**config.mk**
```make
export PLATFORM = sky130hd
export DESIGN_NAME = scanline_irq_timer
export DESIGN_NICKNAME = d
export VERILOG_FILES = /design/src/rtl/nes_mapper_pkg.sv /design/src/rtl/a12_edge_filter.sv /design/src/rtl/scanline_irq_timer.sv
export SDC_FILE = /design/constraint.sdc
export NUM_CORES = 1
export LEC_CHECK = 0
export BUFFER_PORTS_ARGS = -buffer_cell sky130_fd_sc_hd__buf_4
export CAP_MARGIN = 5
export CORE_ASPECT_RATIO = 0.9
export CORE_MARGIN = 5
export CORE_UTILIZATION = 33
export CTS_BUF_LIST = sky130_fd_sc_hd__clkbuf_16
export DETAILED_ROUTE_END_ITERATION = 10
export RECOVER_POWER = 50
export SLEW_MARGIN = 40
export SYNTH_ARGS = -nofsm -noshare
export SYNTH_HDL_FRONTEND = slang
export SYNTH_SLANG_ARGS = --single-unit
```
**constraint.sdc**
```tcl
create_clock -name m2 -period 3.7 [get_ports m2]
set_clock_uncertainty 0.15 [all_clocks]
set_input_delay 0.185 -clock m2 [delete_from_list [all_inputs] [get_ports m2]]
set_output_delay 0.185 -clock m2 [all_outputs]
set_load 0.05 [all_outputs]
```
**src/rtl/nes_mapper_pkg.sv**
```systemverilog
// Shared constants for the NES mapper blocks: IRQ clock-source modes and
// default counter / A12 filter sizing.
package nes_mapper_pkg;

    typedef enum logic {
        MODE_SCANLINE = 1'b0,
        MODE_CPU      = 1'b1
    } mode_e;

    localparam int unsigned CNT_W_DEFAULT       = 8;
    localparam int unsigned A12_LOW_MIN_DEFAULT = 3;

endpackage

```
**src/rtl/a12_edge_filter.sv**
```systemverilog
// Synchronises PPU A12 into the m2 domain and emits one counter event per
// qualified rising edge (scanline mode) or per m2 cycle (CPU mode).
module a12_edge_filter
    import nes_mapper_pkg::*;
#(
    parameter int unsigned A12_LOW_MIN = A12_LOW_MIN_DEFAULT
) (
    input  logic m2,
    input  logic rst_n,
    input  logic ppu_a12,
    input  logic mode,
    output logic scan_event,
    output logic a12_sync
);

    localparam int unsigned LW = (A12_LOW_MIN < 1) ? 1 : $clog2(A12_LOW_MIN + 1);
    localparam logic [LW-1:0] LOW_MAX = LW'(A12_LOW_MIN);

    logic          s1, s2, s3;
    logic [LW-1:0] low_cnt;
    mode_e         mode_q;
    logic          mode_change;

    assign mode_change = (mode_e'(mode) != mode_q);
    assign a12_sync    = s2;

    always_ff @(posedge m2 or negedge rst_n) begin
        if (!rst_n) begin
            s1      <= 1'b0;
            s2      <= 1'b0;
            s3      <= 1'b0;
            low_cnt <= '0;
            mode_q  <= MODE_SCANLINE;
        end else begin
            s1     <= ppu_a12;
            s2     <= s1;
            s3     <= s2;
            mode_q <= mode_e'(mode);
            if (mode_change || s2)
                low_cnt <= '0;
            else if (low_cnt < LOW_MAX)
                low_cnt <= low_cnt + 1'b1;
        end
    end

    // A mode switch suppresses the event for that cycle in either direction.
    always_comb begin
        scan_event = 1'b0;
        if (!mode_change) begin
            if (mode_q == MODE_CPU)
                scan_event = 1'b1;
            else
                scan_event = s2 && !s3 && (low_cnt >= LOW_MAX);
        end
    end

endmodule

```
**src/rtl/scanline_irq_timer.sv**
```systemverilog
// MMC3-style scanline IRQ counter: latch/reload/enable registers, down-counter
// clocked by filtered A12 rises or m2, and the active-low IRQ request.
module scanline_irq_timer
    import nes_mapper_pkg::*;
#(
    parameter int unsigned CNT_W       = CNT_W_DEFAULT,
    parameter int unsigned A12_LOW_MIN = A12_LOW_MIN_DEFAULT,
    parameter bit          REV_A       = 1'b0
) (
    input  logic             m2,
    input  logic             rst_n,
    input  logic             ppu_a12,
    input  logic [CNT_W-1:0] data_in,
    input  logic             wr_latch,
    input  logic             wr_reload,
    input  logic             wr_enable,
    input  logic             wr_disable,
    input  logic             mode,
    output logic             irq_n,
    output logic [CNT_W-1:0] count_out
);

    logic             scan_event;
    logic [CNT_W-1:0] count, latch, next_count;
    logic             reload, enabled, pending;
    logic             reload_eff, use_reload, irq_hit;

    a12_edge_filter #(
        .A12_LOW_MIN (A12_LOW_MIN)
    ) u_filter (
        .m2         (m2),
        .rst_n      (rst_n),
        .ppu_a12    (ppu_a12),
        .mode       (mode),
        .scan_event (scan_event),
        .a12_sync   ()
    );

    // A reload strobe landing on an event is honoured by that same event.
    always_comb begin
        reload_eff = reload | wr_reload;
        use_reload = (count == '0) || reload_eff;
        next_count = use_reload ? latch : count - 1'b1;
        irq_hit    = scan_event && enabled && (next_count == '0) &&
                     (!REV_A || (count != '0) || reload_eff);
    end

    always_ff @(posedge m2 or negedge rst_n) begin
        if (!rst_n) begin
            count   <= '0;
            latch   <= '0;
            reload  <= 1'b0;
            enabled <= 1'b0;
            pending <= 1'b0;
        end else begin
            if (wr_latch)
                latch <= data_in;

            if (scan_event) begin
                count  <= next_count;
                reload <= 1'b0;
            end else if (wr_reload) begin
                reload <= 1'b1;
            end

            if (wr_disable)
                enabled <= 1'b0;
            else if (wr_enable)
                enabled <= 1'b1;

            if (wr_disable)
                pending <= 1'b0;
            else if (irq_hit)
                pending <= 1'b1;
        end
    end

    assign irq_n     = ~pending;
    assign count_out = count;

endmodule

```
==> results of run 1 <==
## cell usage after synthesis (3+ instances only)
cell / instances
dfrtp_1: 25
o21ai_0: 7
nor3_1: 3
mux2_2: 9
nor2_1: 13
nand2_1: 7
inv_1: 4
clkbuf_1: 3
a21oi_1: 10
or3_1: 3
## cells in the final DEF (no fill, tap or decap), types with 4 or more instances in the layout
cell           instances
nor2_1                13
buf_4                 22
a21oi_1               10
mux2_2                 9
o21ai_0                7
inv_1                  4
dfrtp_1               25
nand2_1                7
dlygate4sd3_1          6
## layout make-up
type	count	area share, %
Sequential cell	25	38.6
Multi-Input combinational cell	90	36.9
Timing Repair Buffer	31	14.8
Clock buffer	3	4.64
Tap cell	46	3.55
Inverter	4	0.927
Clock inverter	1	0.541
## critical path: stages (launching register included)
cell	delay (ps)
dfrtp_1	440
inv_1	70
ha_1	250
nor2b_1	170
a31oi_2	490
nor4b_1	320
o22ai_1	130
o32ai_1	300
## metrics by stage
stage          cells  util, %
3_3_place_gp     190     40.0
6_report         200     43.7
4_1_cts          200     43.9
2_1_floorplan    124        -
5_1_grt          200     43.7
3_5_place_dp     190     40.0
## sequential cells by signal (all words and copies together), names as in the netlist
| signal | flops |
|---|---|
| u_filter.a12_sync | 1 |
| count_out | 8 |
| u_filter.s3 | 1 |
| u_filter.low_cnt | 2 |
| enabled | 1 |
| u_filter.s1 | 1 |
| reload | 1 |
| pending | 1 |
| latch | 8 |
| u_filter.mode_q | 1 |
## worst paths after layout
check                                    startpoint                          end  cells past startpoint
setup / recovery           count_out[0]$_DFFE_PN0P_          pending$_DFFE_PN0P_                      7
hold / removal                           data_in[4]         latch[4]$_DFFE_PN0P_                      2
setup reg to reg           count_out[0]$_DFFE_PN0P_          pending$_DFFE_PN0P_                      7
hold reg to reg               u_filter.s1$_DFF_PN0_  u_filter.a12_sync$_DFF_PN0_                      0
max in group asynchronous                     rst_n    u_filter.mode_q$_DFF_PN0_                      2
min in group asynchronous                     rst_n     count_out[2]$_DFFE_PN0P_                      2
## cells by family after synthesis
family / synth area share (%)
AOI/OAI and AO/OA: 16.2
xor gates and xnor gates: 2.77
adders and majority gates: 1.98
buffers and inverters: 3.36
DFF: 49.5
muxes: 8.80
and+or+nand+nor: 17.4
## power breakdown
group / internal, mW / switching [mW]
clock network: 0.149 / 0.0989
logic: 0.0989 / 0.156
registers: 0.308 / 0.0525
## what timing repair did
item / CTS / global route
buffers inserted: 0 / 0
endpoints found under the hold margin: 30 / 0
hold buffers: 6 / 0
## metal layers
| layer | up-vias | track usage, % |
|---|---|---|
| met5 | - | 0 |
| met4 | 0 | 4.37 |
| met3 | 2 | 3.33 |
| met2 | 29 | 19.6 |
| met1 | 516 | 16.9 |
| li1 | 512 | - |
==> impl_metrics.ini, run 1 <==
[outcome]
outcome = finished clean

[timing]
finalMaxSlewViolations = 0
setup_viol = 0
hold_viol_final = 0
rsz0062_at_grt = no
fin_ws_ps = 1270
fin_crit_ps = 2430
timing.setup.tns_ps = 0
finalCritPeriodShare_pct = 65.7
tightest_slew_ps = 1360
max_freq_mhz = 411
timing.hold.ws_ps = 6.56
slew_headroom_pct = 9.37

[route]
routed-wl-met3_um = 158
num_vias = 1059
drc = 0
wl_met1_mm = 1.28
wire_per_inst_um = 14.3
antenna_left = 0
wl_met2_mm = 1.39
drt_iter0_drc = 81
top_layer = met4
via_per_inst = 5.30
wirelength_mm = 2.86
first_pass_iters = 4

[layout]
final_layout_size_suffix_gt1_share_pct = 27.9
seq_area_sq_um = 626
fin_area_sq_um = 1620
syn_to_final_growth_pct = 28.0
num_antenna_cells = 0
nNetsFinal = 173
multi_input_area_sq_um = 597
fill_cells = 370

[logic_synthesis]
yosysWarnings = 0
synth_fp_nets = 142
ys.flop_type = dfrtp_1
synth.avg_cell_area_sq_um = 10.2
synth_top_cell_area_share_pct = 49.5
syn_inst = 124
synth_top_area_cell = dfrtp_1
synth_seq_cells = 25
ys_types = 43
synth-seq-area-share_pct = 49.5
synth_edf_count = 0
netlist_area_sq_um = 1260
synthArstFlopShare_pct = 100
synthTopCellsByArea = dfrtp_1 (49%), mux2_2 (8.0%), a21oi_1 (4.0%)

[global_routing]
grt_pass1_vias = 1013
grt_max_degree = 26
overflow = 0
antenna_found_initial = 0
grt_pass1_wl_mm = 4.88
grt_usage_pct = 12.6

[worst_setup_path]
arrival_ps = 2440
worstPathRequired_ps = 3710
reg2reg_slack_ps = 1270
worstSetupStartpointType = register
critPathMaxFanout = 15
crit_type = reg2reg
crit_path_end_kind = register

[power_and_ir_drop]
power_density_nw_per_um2 = 534
peakVddDrop_uv = 292
power.leakage_nw = 0.670
finalPower_mw = 0.864

[die]
die_w_um = 75.3
core_area_sq_um = 3700
row_count = 21
die_y_um = 68.7
initial_core_util_pct = 34.1
dieArea_sq_um = 5170
ios = 25

[placement]
dpl-instance-area_sq_um = 1480
gp_congestion = 0.835
hpwlAfterDp_mm = 2.08
port_buffers = 24
pre_cts_ws_ps = 1300

[clock_tree]
cts_resized = 0
clk-insertion-delay-late_ps = 260
cts_buffers = 3
cts_sinks = 25
cts.htree.levels = 1
root_buffer = clkbuf_16
tritoncts = done
path_clk_slew_ps = 70
clock_path_buffers = 2

[run]
maxCapViolCount = 0

[worst_hold_path]
hp-class = in2reg
Power figures use the tool's default switching activity.
==> run 2, diff against run 1 <==
--- a/config.mk
+++ b/config.mk
@@ -5,6 +5,7 @@
 export SDC_FILE = /design/constraint.sdc
 export NUM_CORES = 1
 export LEC_CHECK = 0
+export ABC_AREA = 1
 export BUFFER_PORTS_ARGS = -buffer_cell sky130_fd_sc_hd__buf_4
 export CAP_MARGIN = 5
 export CORE_ASPECT_RATIO = 0.9
==> constraint.sdc (replaced) <==
create_clock -name m2 -period 2.15 [get_ports m2]
set_clock_uncertainty 0.15 [all_clocks]
set_input_delay 0.1075 -clock m2 [delete_from_list [all_inputs] [get_ports m2]]
set_output_delay 0.1075 -clock m2 [all_outputs]
set_load 0.05 [all_outputs]
==> impl_metrics.ini, run 2 <==
[clock_tree]
clk-insertion-delay-late_ps = 260
cts_setup_buffers = 0
path_clk_slew_ps = 70
root_buffer = clkbuf_16
cts_buffers = 3
tritoncts = done
cts.htree.levels = 1
clock_path_buffers = 2
cts_resized = 0
cts_sinks = 25

[logic_synthesis]
synth_compound_area_share_pct = 8.56
synth_top_area_cell = dfrtp_1
synth_xor_area_share_pct = 1.41
netlist_area_sq_um = 1240
synth_top_cell_area_share_pct = 50.4
yosysMostFrequentCell = nand2_1
synth_seq_cells = 25
yosys.area_share.simple_pct = 27.2
synth-seq-area-share_pct = 50.4
synth_mux_area_share_pct = 4.43
synth_edf_count = 0
synthTopCellsByArea = dfrtp_1 (50%), nand2_1 (11%), nor2_1 (6.9%)
synthArstFlopShare_pct = 100
ys.flop_type = dfrtp_1
synth_common_cells = nand2_1 (36), dfrtp_1 (25), nor2_1 (23), inv_1 (18), o21ai_0 (10)
synthAdderAreaFrac_pct = 2.01
synth.avg_cell_area_sq_um = 8.34
ys_types = 21
synth_top_family_by_area = simple AND/OR/NAND/NOR gates
yosysWarnings = 0
syn_inst = 149
synth_fp_nets = 167

[worst_setup_path]
reg2reg_slack_ps = 220
cp_slowest_cell = dlygate4sd3_1
regToRegStartpoint = count_out[0]$_DFFE_PN0P_
worstSetupStartpointType = primary input
crit_path_cell_trace = dlygate4sd3_1, buf_4, nand2_1, dlygate4sd3_1, o21ai_0, dlygate4sd3_1
critPathMaxFanout = 1
worstPathRequired_ps = 2150
crit_path_frequent_cell = dlygate4sd3_1
max_stage_delay_ps = 550
reg2reg_to = pending$_DFFE_PN0P_
worst-r2r-cell-count = 10
crit_path_end_kind = register
arrival_ps = 2010
crit_family = buffers and inverters
path_buf_inv = 4
crit_type = in2reg

[route]
antenna_left = 0
drc = 0
drt_iter0_drc = 95
num_vias = 1115
wirelength_mm = 2.83
via_per_inst = 4.61
first_pass_iters = 4
wire_per_inst_um = 11.7

[die]
dieArea_sq_um = 5090
initial_core_util_pct = 33.8
row_count = 21
core_area_sq_um = 3680
ios = 25
die_w_um = 74.7
die_y_um = 68.2

[layout]
fill_cells = 371
final_layout_size_suffix_gt1_share_pct = 19.9
fin_cells = 242
syn_to_final_growth_pct = 41.4
num_antenna_cells = 0
multi_input_area_sq_um = 542
layout_common_cells = nand2_1 (36), dfrtp_1 (25), nor2_1 (23), buf_4 (22), dlygate4sd3_1 (20)
seq_area_sq_um = 626
post-route-util_pct = 47.8
nNetsFinal = 215
fin_area_sq_um = 1760
final_common_cell = nand2_1

[global_routing]
grt_usage_pct = 12.6
antenna_found_initial = 0
grt_pass1_wl_mm = 4.89
overflow = 0
grt_max_degree = 26
grt_pass1_vias = 1081

[timing]
max_freq_mhz = 497
tightest_slew_ps = 1380
finalMaxSlewViolations = 0
fin_ws_ps = 136
hold_viol_final = 0
rsz0062_at_grt = no
timing.setup.tns_ps = 0
finalCritPeriodShare_pct = 93.7
setup_viol = 0
slew_headroom_pct = 8.28
timing.hold.ws_ps = 35.0
fin_crit_ps = 2010

[worst_hold_path]
min_from = wr_latch
hp-class = in2reg
min_path_cells = 2
min_to = latch[7]$_DFFE_PN0P_

[power_and_ir_drop]
peakVddDrop_uv = 519
p_comb_share_pct = 27.6
seqPwrFrac_pct = 41.4
p_int_mw = 0.921
power_density_nw_per_um2 = 785
p_sw_mw = 0.457
power.leakage_nw = 0.875
finalPower_mw = 1.38
pwr-share-clk_pct = 31.0
p_sw_share_pct = 33.1

[run]
maxCapViolCount = 0

[placement]
dpl.cell_count = 218
port_buffers = 24
hpwlAfterDp_mm = 2.07
gp_congestion = 0.891
pre_cts_ws_ps = 240
dpl-instance-area_sq_um = 1480

[outcome]
outcome = finished clean
-- run 2: cell families (layout without fill, tap and decap cells) --
family          after synthesis  after routing
fa+ha+maj                     2              2
mux                           5              5
buf+inv                      20             67
compound gates               18             18
xor+xnor                      2              2
flops                        25             25
simple gates                 77             77
-- run 2: power groups by stage --
stage	registers (mW)	clock network, mW	logic (mW)
after floorplan	0.660	0	0.149
after global placement	0.576	0	0.348
after detailed placement	0.579	0	0.351
after CTS	0.570	0.444	0.384
after global routing	0.579	0.466	0.417
final	0.571	0.427	0.380
-- run 2: worst max path at each step --
stage	to	from	depth (start not counted)	slack [ps]
2_1_floorplan	pending$_DFFE_PN0P_	count_out[0]$_DFFE_PN0P_	11	120
3_3_place_gp	pending$_DFFE_PN0P_	count_out[0]$_DFFE_PN0P_	9	270
3_5_place_dp	pending$_DFFE_PN0P_	count_out[0]$_DFFE_PN0P_	10	240
4_1_cts	latch[1]$_DFFE_PN0P_	data_in[1]	6	190
5_1_grt	pending$_DFFE_PN0P_	count_out[0]$_DFFE_PN0P_	10	30
6_report	latch[0]$_DFFE_PN0P_	data_in[0]	6	140
-- run 2: layout make-up --
| cell class | instances | share of cell area (%) |
|---|---|---|
| well taps | 46 | 3.28 |
| clock buffers | 3 | 4.27 |
| inverters | 18 | 3.85 |
| multi-input cells | 104 | 30.8 |
| repair buffers | 45 | 21.7 |
| clock inverters | 1 | 0.499 |
| flip-flops and latches | 25 | 35.6 |
-- run 2: routing by layer --
| metal | GRT usage (%) | part of all wire (%) | vias up |
|---|---|---|---|
| li1 | - | - | 564 |
| met1 | 17.4 | 47 | 518 |
| met2 | 19.8 | 46 | 29 |
| met3 | 2.79 | 5.4 | 4 |
| met4 | 3.33 | 1.4 | 0 |
| met5 | 0 | 0 | - |
-- run 2: what timing repair did --
| item | CTS | global route |
|---|---|---|
| setup endpoints to repair | 0 | 0 |
| endpoints found under the hold margin | 38 | 0 |
| hold buffers | 20 | 0 |
==> run 3, diff against run 2 <==
--- a/config.mk
+++ b/config.mk
@@ -6,13 +6,16 @@
 export NUM_CORES = 1
 export LEC_CHECK = 0
 export ABC_AREA = 1
-export BUFFER_PORTS_ARGS = -buffer_cell sky130_fd_sc_hd__buf_4
+export BUFFER_PORTS_ARGS = -buffer_cell sky130_fd_sc_hd__clkbuf_2
 export CAP_MARGIN = 5
+export CELL_PAD_IN_SITES_DETAIL_PLACEMENT = 2
+export CELL_PAD_IN_SITES_GLOBAL_PLACEMENT = 2
 export CORE_ASPECT_RATIO = 0.9
 export CORE_MARGIN = 5
-export CORE_UTILIZATION = 33
+export CORE_UTILIZATION = 28
 export CTS_BUF_LIST = sky130_fd_sc_hd__clkbuf_16
 export DETAILED_ROUTE_END_ITERATION = 10
+export PLACE_DENSITY_LB_ADDON = 0.1
 export RECOVER_POWER = 50
 export SLEW_MARGIN = 40
 export SYNTH_ARGS = -nofsm -noshare
==> impl_metrics.ini, run 3 (synthesis results as in run 2) <==
[worst_setup_path]
worstPathRequired_ps = 2180
crit_type = reg2reg
reg2reg_slack_ps = 260
arrival_ps = 1920
critPathMaxFanout = 8
crit_path_end_kind = register
worstSetupStartpointType = register

[worst_hold_path]
hp-class = in2reg

[timing]
timing.hold.ws_ps = 89.5
finalCritPeriodShare_pct = 87.7
tightest_slew_ps = 1380
slew_headroom_pct = 8.20
hold_viol_final = 0
max_freq_mhz = 530
timing.setup.tns_ps = 0
setup_viol = 0
fin_crit_ps = 1890
finalMaxSlewViolations = 0
rsz0062_at_grt = no

[die]
die_y_um = 73.2
dieArea_sq_um = 5870
core_area_sq_um = 4370
initial_core_util_pct = 28.4
die_w_um = 80.2
ios = 25
row_count = 23

[clock_tree]
path_clk_slew_ps = 60
clk-insertion-delay-late_ps = 250
cts_sinks = 25
cts.htree.levels = 1
cts_setup_buffers = 0
tritoncts = done
clock_path_buffers = 2
cts_buffers = 3
root_buffer = clkbuf_16

[layout]
post-route-util_pct = 37.9
nNetsFinal = 209
fin_cells = 252
num_antenna_cells = 0
fin_area_sq_um = 1660
final_common_cell = nand2_1
syn_to_final_growth_pct = 33.3
layout_common_cells = nand2_1 (36), dfrtp_1 (25), nor2_1 (23), clkbuf_2 (22), inv_1 (19)
final_layout_size_suffix_gt1_share_pct = 21.1

[placement]
gp_congestion = 0.760
hpwlAfterDp_mm = 2.77
dpl-instance-area_sq_um = 1450
dpl.cell_count = 235
port_buffers = 24

[outcome]
outcome = finished clean

[route]
num_vias = 1126
first_pass_iters = 4
antenna_left = 0
wire_per_inst_um = 13.8
via_per_inst = 4.47
wirelength_mm = 3.48
drt_iter0_drc = 26
drc = 0

[power_and_ir_drop]
peakVddDrop_uv = 271
power.leakage_nw = 0.837
power_density_nw_per_um2 = 807

[global_routing]
overflow = 0
grt_pass1_wl_mm = 6.04
grt_usage_pct = 13.2
grt_max_degree = 26
grt_pass1_vias = 1228
antenna_found_initial = 0

[run]
maxCapViolCount = 0
-- run 3: layout make-up --
| cell class | instances | area [sq um] |
|---|---|---|
| multi-input combinational | 104 | 544 |
| clock buffer | 3 | 75.1 |
| timing repair buffer | 39 | 263 |
| inverter | 18 | 67.6 |
| tap | 62 | 77.6 |
| fill | 525 | 2720 |
| sequential | 25 | 626 |
| clock inverter | 1 | 3.75 |
-- run 3: worst max-delay path, cell delays in order (launching register included) --
cell,delay [ps]
dfrtp_1,420
inv_1,130
ha_2,260
nand2_4,90
nor2_2,150
nor2_4,70
o21ai_0,70
o21ai_0,150
nor2_1,130
nand3_1,70
a21oi_1,120
-- run 3: layer usage --
| metal | track usage [%] | up-vias | share of wire, % |
|---|---|---|---|
| met5 | 0 | - | 0 |
| met3 | 2.47 | 7 | 3.6 |
| met2 | 22.4 | 22 | 48 |
| li1 | - | 552 | - |
| met4 | 3.38 | 0 | 1.5 |
| met1 | 17.4 | 545 | 46 |
-- run 3: per-stage QoR --
step           worst slack (ps)  power, mW
6_report                    265       1.34
5_1_grt                    10.3       1.42
4_1_cts                     137       1.36
3_5_place_dp                190      0.927
3_3_place_gp                232      0.915
2_1_floorplan               116      0.809
-- run 3: where the power goes --
| part | switching (mW) | leakage, nW | total [mW] | internal (mW) |
|---|---|---|---|---|
| combinational | 0.244 | 0.496 | 0.358 | 0.114 |
| clock | 0.157 | 0.0423 | 0.405 | 0.248 |
| sequential | 0.0535 | 0.298 | 0.573 | 0.519 |
| total | 0.454 | 0.837 | 1.34 | 0.882 |
-- run 3: worst paths after layout --
kind	from	to	depth (start not counted)
setup / recovery	count_out[0]$_DFFE_PN0P_	pending$_DFFE_PN0P_	10
hold / removal	wr_latch	latch[1]$_DFFE_PN0P_	2
setup reg to reg	count_out[0]$_DFFE_PN0P_	pending$_DFFE_PN0P_	10
hold reg to reg	u_filter.s1$_DFF_PN0_	u_filter.a12_sync$_DFF_PN0_	0
max in group asynchronous	rst_n	count_out[1]$_DFFE_PN0P_	2
min in group asynchronous	rst_n	count_out[7]$_DFFE_PN0P_	2
-- run 3: timing repair --
action,CTS,global route
resized for setup,0,2
endpoints found under the hold margin,37,0
hold buffers,13,0
setup endpoints to repair,0,1
